`src/rtl/div_iterative_core.sv`:
```
// rtl/div_iterative_core.sv - radix-2 restoring divider, RISC-V M DIV/DIVU/REM/REMU semantics
// Optional build macro MDU_DIV_ZERO_BYPASS_EN: zero divisor skips the CALC iterations.
module div_iterative_core #(
   parameter int PAR          = 32,
   parameter int OPCODE_WIDTH = 3
) (
   input  logic                    clk,
   input  logic                    rst_n,
   input  logic                    start,
   input  logic [OPCODE_WIDTH-1:0] opCode,
   input  logic [PAR:0]            dividend,
   input  logic [PAR:0]            divisor,
   output logic                    busy,
   output logic                    done,
   output logic [PAR-1:0]          result
);

   localparam int CNT_W = (PAR > 1) ? $clog2(PAR) : 1;
   localparam logic [CNT_W-1:0] CNT_LAST = CNT_W'(PAR - 1);
   localparam logic [CNT_W-1:0] CNT_ONE  = CNT_W'(1);

   typedef enum logic [1:0] {
      S_IDLE = 2'd0,
      S_CALC = 2'd1,
      S_FIX  = 2'd2,
      S_DONE = 2'd3
   } state_t;

   state_t           state_q;
   logic             busy_q;
   logic             done_q;
   logic [PAR-1:0]   result_q;
   logic             rem_sel_q;
   logic             sd_q;
   logic             sv_q;
   logic [PAR-1:0]   dvd_mag_q;
   logic [PAR-1:0]   dvs_mag_q;
   logic [PAR-1:0]   rem_q;
   logic [PAR-1:0]   quo_q;
   logic [CNT_W-1:0] cnt_q;

   logic [PAR-1:0]   dvd_mag_d;
   logic [PAR-1:0]   dvs_mag_d;
   logic [PAR:0]     rem_shift;
   logic [PAR:0]     trial;
   logic [PAR-1:0]   step_rem_d;
   logic [PAR-1:0]   step_quo_d;
   logic [PAR-1:0]   quo_fix;
   logic [PAR-1:0]   rem_fix;
   logic [PAR-1:0]   fix_result_d;
   logic             unused_opcode_bits;

   assign unused_opcode_bits = ^{opCode[OPCODE_WIDTH-1:2], opCode[0]};

   // Bit PAR alone carries the sign: unsigned operands arrive zero-extended.
   // Negating the low PAR bits equals the low PAR bits of the full negation.
   always_comb begin
      dvd_mag_d = dividend[PAR] ? -dividend[PAR-1:0] : dividend[PAR-1:0];
      dvs_mag_d = divisor[PAR]  ? -divisor[PAR-1:0]  : divisor[PAR-1:0];
   end

   always_comb begin
      rem_shift  = {rem_q, quo_q[PAR-1]};
      trial      = rem_shift - {1'b0, dvs_mag_q};
      step_rem_d = rem_shift[PAR-1:0];
      step_quo_d = {quo_q[PAR-2:0], 1'b0};
      if (!trial[PAR]) begin
         step_rem_d = trial[PAR-1:0];
         step_quo_d = {quo_q[PAR-2:0], 1'b1};
      end
   end

   // Signed overflow falls out naturally: magnitude 2^(PAR-1) truncates to itself.
   always_comb begin
      quo_fix = (sd_q ^ sv_q) ? -quo_q : quo_q;
      rem_fix = sd_q ? -rem_q : rem_q;
      if (dvs_mag_q == '0) begin
         quo_fix = '1;
         rem_fix = sd_q ? -dvd_mag_q : dvd_mag_q;
      end
      fix_result_d = rem_sel_q ? rem_fix : quo_fix;
   end

   always_ff @(posedge clk or negedge rst_n) begin
      if (!rst_n) begin
         state_q   <= S_IDLE;
         busy_q    <= 1'b0;
         done_q    <= 1'b0;
         result_q  <= '0;
         rem_sel_q <= 1'b0;
         sd_q      <= 1'b0;
         sv_q      <= 1'b0;
         dvd_mag_q <= '0;
         dvs_mag_q <= '0;
         rem_q     <= '0;
         quo_q     <= '0;
         cnt_q     <= '0;
      end else begin
         case (state_q)
            S_IDLE: begin
               done_q <= 1'b0;
               if (start) begin
                  rem_sel_q <= opCode[1];
                  sd_q      <= dividend[PAR];
                  sv_q      <= divisor[PAR];
                  dvd_mag_q <= dvd_mag_d;
                  dvs_mag_q <= dvs_mag_d;
                  quo_q     <= dvd_mag_d;
                  rem_q     <= '0;
                  cnt_q     <= '0;
                  busy_q    <= 1'b1;
`ifdef MDU_DIV_ZERO_BYPASS_EN
                  state_q   <= (dvs_mag_d == '0) ? S_FIX : S_CALC;
`else
                  state_q   <= S_CALC;
`endif
               end
            end
            S_CALC: begin
               rem_q <= step_rem_d;
               quo_q <= step_quo_d;
               cnt_q <= cnt_q + CNT_ONE;
               if (cnt_q == CNT_LAST) begin
                  state_q <= S_FIX;
               end
            end
            S_FIX: begin
               result_q <= fix_result_d;
               busy_q   <= 1'b0;
               done_q   <= 1'b1;
               state_q  <= S_DONE;
            end
            S_DONE: begin
               done_q  <= 1'b0;
               state_q <= S_IDLE;
            end
            default: begin
               state_q <= S_IDLE;
            end
         endcase
      end
   end

   assign busy   = busy_q;
   assign done   = done_q;
   assign result = result_q;

endmodule

```
`config.mk`:
```
export PLATFORM = sky130hd
export DESIGN_NAME = div_iterative_core
export DESIGN_NICKNAME = d
export VERILOG_FILES = /design/src/rtl/div_iterative_core.sv
export SDC_FILE = /design/constraint.sdc
export NUM_CORES = 1
export LEC_CHECK = 0
export ABC_AREA = 1
export BUFFER_PORTS_ARGS = -buffer_cell sky130_fd_sc_hd__buf_2
export CORE_ASPECT_RATIO = 1.25
export CORE_MARGIN = 2
export CORE_UTILIZATION = 60
export DETAILED_ROUTE_END_ITERATION = 10
export PLACE_DENSITY_LB_ADDON = 0.25
export RECOVER_POWER = 50
export SYNTH_ARGS = -nofsm -noshare
export SYNTH_HDL_FRONTEND = slang
export SYNTH_SLANG_ARGS = --single-unit
```
`constraint.sdc`:
```
create_clock -name clk -period 5.6 [get_ports clk]
set_input_delay 0.56 -clock clk [delete_from_list [all_inputs] [get_ports clk]]
set_output_delay 0.56 -clock clk [all_outputs]
set_load 0.01 [all_outputs]
```
; ---- After elaboration in Yosys (flattened, before gate mapping)
; Cells that the tools add are included.
[totals]
register_bits = 172
inputBits = 72
out_inout_bits = 34
elab_cells = 58
[classes]
addsub = 7
n_eq_ne = 6
muxes = 22
bitwise_logic = 1
n_reduce_logical = 10
[op_table]
columns = op, n
row1 = two-way mux 32 bit, 11
row2 = negator 32 bit, 5
row3 = one-hot mux 32 bit (2 select lines), 2
row4 = subtractor 33 x 32 -> 33 bit, 1
row5 = logical NOT 32 bit, 1
row6 = one-hot mux 5 bit (2 select lines), 1
row7 = one-hot mux 2 bit (4 select lines), 1
row8 = AND reduction 2 bit, 4
row9 = nonzero test 2 bit, 3
row10 = adder 5 x 1 -> 5 bit (second input constant), 1
row11 = equality test 5 bit (second input constant), 1
row12 = two-way mux 5 bit, 1
row13 = equality test 2 bit (second input constant), 2
row14 = two-way mux 2 bit, 2
row15 = inequality test 2 bit (second input constant), 2
row16 = one-hot mux 1 bit (2 select lines), 2
row17 = equality test 2 x 1 -> 1 bit (second input constant), 1
row18 = logical NOT 2 bit, 1
row19 = two-way mux 1 bit, 2
row20 = OR reduction 2 bit, 1
row21 = bitwise XOR 1 bit, 1

; ---- Depth between registers and ports, before layout
[logic_depth]
depth_word = 4
ltp_mapped = 18

; ---- Worst setup path after synthesis
; OpenSTA, ideal clock, no wires.
[synth_path]
path_kind = register to register
from = reg quo_q[31]
to = reg rem_q[6]
t_arrival_ns = 2.040
required_ns = 5.482
setup_slack_ns = 3.442
stages_incl_launch_ff = 19
path_buffers = 1
synth_period_minus_slack_ns = 2.158
path_cell_list = dfrtp_1 inv_1 ha_1 fa_1 inv_1 nand2_1 nand2_1 nand3_1 nand2_2 nand2_1 nand2_2 nand2_2 nand2_2 nand2_2 nand2_4 buf_6 nand2_1 nand3_1 nand2_1
[synth_via]
elab_chain_cells = 3
[synth_lines]
columns = element, line_no
row1 = "start, declared", 39  ; logic [PAR-1:0] quo_q;
row2 = "start signal, assigned", 108  ; quo_q <= dvd_mag_d;
row3 = "start signal, assigned", 121  ; quo_q <= step_quo_d;
row4 = subtractor 33 x 32 -> 33 bit, 64  ; trial = rem_shift - {1'b0, dvs_mag_q};
row5 = two-way mux 32 bit, 67  ; if (!trial[PAR]) begin
row6 = one-hot mux 32 bit (2 select lines), 99  ; case (state_q)
row7 = "end signal, assigned", 120  ; rem_q <= step_rem_d;
row8 = "end, declared", 38  ; logic [PAR-1:0] rem_q;
; Every way passes these cells.
; A chain may end at the register's enable or synchronous reset.

==> results.ini <==
[yosys]
yosys_warnings = 0
syn_avg_cell_area_um2 = 6.082
synth_top_family_by_area = simple AND/OR/NAND/NOR gates
synth_compound_area_share_pct = 10.64
synth-edff-count = 0
netlist.area_leader.share_pct = 28.94
synth_area_leaders = dfrtp_1, nand2_1, nand3_1, inv_1, nor2_1
ys_ff_latch = 172
async_flop_share_pct = 100.0
syn_area_mm2 = 0.01487
muxShareOfSynthArea_pct = 0
synth_ff_type = dfrtp_1
synth_nets = 2561
netlist_instances = 2445
synthAdderAreaFrac_pct = 3.753
seq_area_frac_synth_pct = 28.94
ys_types = 46
synth-xor-area-share_pct = 4.998
synthSimpleGateAreaFrac_pct = 40.89
yosys.area.top_type = dfrtp_1

[die]
start_util_pct = 60.89
ioPinCount = 106
coreArea_mm2 = 0.02442
row_count = 64
dieArea_mm2 = 0.02607
die_w_um = 144.8
die_h_um = 180.0

[critical_path]
crit_chain = clkbuf_1, buf_4
timing.rr.start = state_q[1]
cp_max_fo = 64
crit_family = buffers and inverters
startpoint = rst_n
arrival_ps = 3990
max_stage_delay_ps = 2440
required_ps = 6090
start_kind = primary input
path_buf_inv = 2
crit_type = in -> async
cp_slowest_cell = clkbuf_1
worstSetupEndpointType = async pin

[cells_and_area]
final_util_pct = 65.87
register_area_mm2 = 0.004304
final_common_cell = nand2_1
drive_above_1_share_pct = 6.799
antennaDiodeCount = 0
multi_input_area_mm2 = 0.008974
nNetsFinal = 2618
n_fill_cell = 2380
final_cell_mix = nand2_1, inv_1, nand3_1
areaGrowthSynthToFinish_pct = 8.179

[route]
via_per_inst = 5.691
routed_wl_um = 49160
drt-initial-drc-count = 1339
ant_nets = 0
drc = 0
vias = 16190
routedWlPerCell_um = 17.28
first_pass_iters = 6

[clocking]
clkLatencyLatePin_ps = 450
tritoncts = yes
cts_buffers = 17
cts_resized = 0
htreeDepth = 4
clk_pin_slew_ps = 70
cts-root-buf = clkbuf_16
cts.sinks = 172
post_cts_buffers = 0
cts_buffer_depth = 2
cts_hold_buf = 0

[grt]
grt_max_degree = 65
antenna_found_initial = 0
grt-ovfl-total = 0
grt_pass1_wl_um = 78560
grt_pass1_vias = 15640
grt_usage_pct = 38.55

[sta]
slew_headroom_pct = -135.7
rsz0062_at_grt = no
maxSlewViolCount = 65
timing.hold.ws_ps = 320.7
setup_violations = 0
finalHoldViolations = 0
min_period_ps = 3505
setup_ws_ps = 2095
fmax_mhz = 285.3
tightest_slew_ps = 3536
skew_ps = 11.37
min_period_over_period_pct = 62.59
setup_tns_ps = 0

[run]
drv_cap = 1

[placement]
place_ws_ps = 2668
hpwl_um = 38470
portBuffers = 103
globalplace.congestion = 1.010

[outcome]
status = complete, but fails checks
violations = capacitance limit, slew limit

[pwr]
vdd_drop_max_v = 0.0005436
leakage_uw = 0.008517
power_uw = 11340
p_per_area_mw_per_mm2 = 704.6

[min_path]
hold_path.class = in -> reg
min_from = opCode[1]

## per-layer routing
metal / track usage [%] / routed length (um) / up-vias
met5: 0 / 0 / -
met3: 4.597 / 2599 / 182
met1: 43.90 / 18680 / 7467
met4: 24.74 / 3609 / 0
li1: - / - / 7926
met2: 67.23 / 24270 / 615
## cells by family after synthesis
group | after synthesis
AOI/OAI and AO/OA | 296
xor gates and xnor gates | 84
adders and majority gates | 44
buffers and inverters | 401
DFF | 172
and+or+nand+nor | 1448
## final timing paths
kind | end | cells past startpoint | slack [ps]
max in group clk | rem_q[13] | 10 | 2570
setup / recovery | rem_q[18] | 2 | 2090
hold reg to reg | result[7] | 2 | 480
hold / removal | rem_sel_q | 3 | 320
min in group asynchronous | done | 1 | 1290
setup reg to reg | rem_q[13] | 10 | 2570
## through the flow
step / cell area (um2) / std cells
3_5_place_dp: 15530 / 2813
4_1_cts: 16110 / 2845
2_1_floorplan: 14870 / 2445
5_1_grt: 16090 / 2845
6_report: 16090 / 2845
3_3_place_gp: 15530 / 2813
## final cells by class
cell class | count | area share [%]
clock inverter | 10 | 0.6456
inverter | 322 | 7.513
sequential | 172 | 26.76
multi-input combinational | 1872 | 55.78
timing repair buffer | 117 | 3.726
tap | 330 | 2.567
clock buffer | 22 | 3.010
## Yosys cell counts, types with 10 or more instances
cell        n
nand4_1    57
nand2_2    13
xnor2_1    17
nand3_1   270
dfrtp_1   172
ha_1       43
nor3_1     20
nand2_1   806
a21oi_1    95
o21ai_0   146
inv_1     316
nand3b_1   12
nor2_1    251
o21ai_1    10
a31oi_1    14
clkbuf_1   41
buf_2      18
xor2_1     66
## sequential cells by signal (all words and copies together) (netlist names)
register and flops:
quo_q 32, done 1, cnt_q 5, busy 1, sd_q 1, rem_q 32
sv_q 1, rem_sel_q 1, state_q 2, result 32, dvs_mag_q 32, dvd_mag_q 32
## worst reg2reg max path: cells and delay by family (launching register included)
family                   cells  cell delay (ps)
AO/OA/AOI/OAI                1               80
AND/OR/NAND/NOR              2              190
flip-flops                   1              380
adder cells (fa/ha/maj)      1              180
buffers and inverters        6             2140
## power by group
group          total (uW)  switching [uW]  internal [uW]
Sequential           2470             593           1870
Clock                1200             534            667
Combinational        7670            5260           2410
Total               11300            6390           4950
Note: power is estimated with default switching activity, not from simulation.
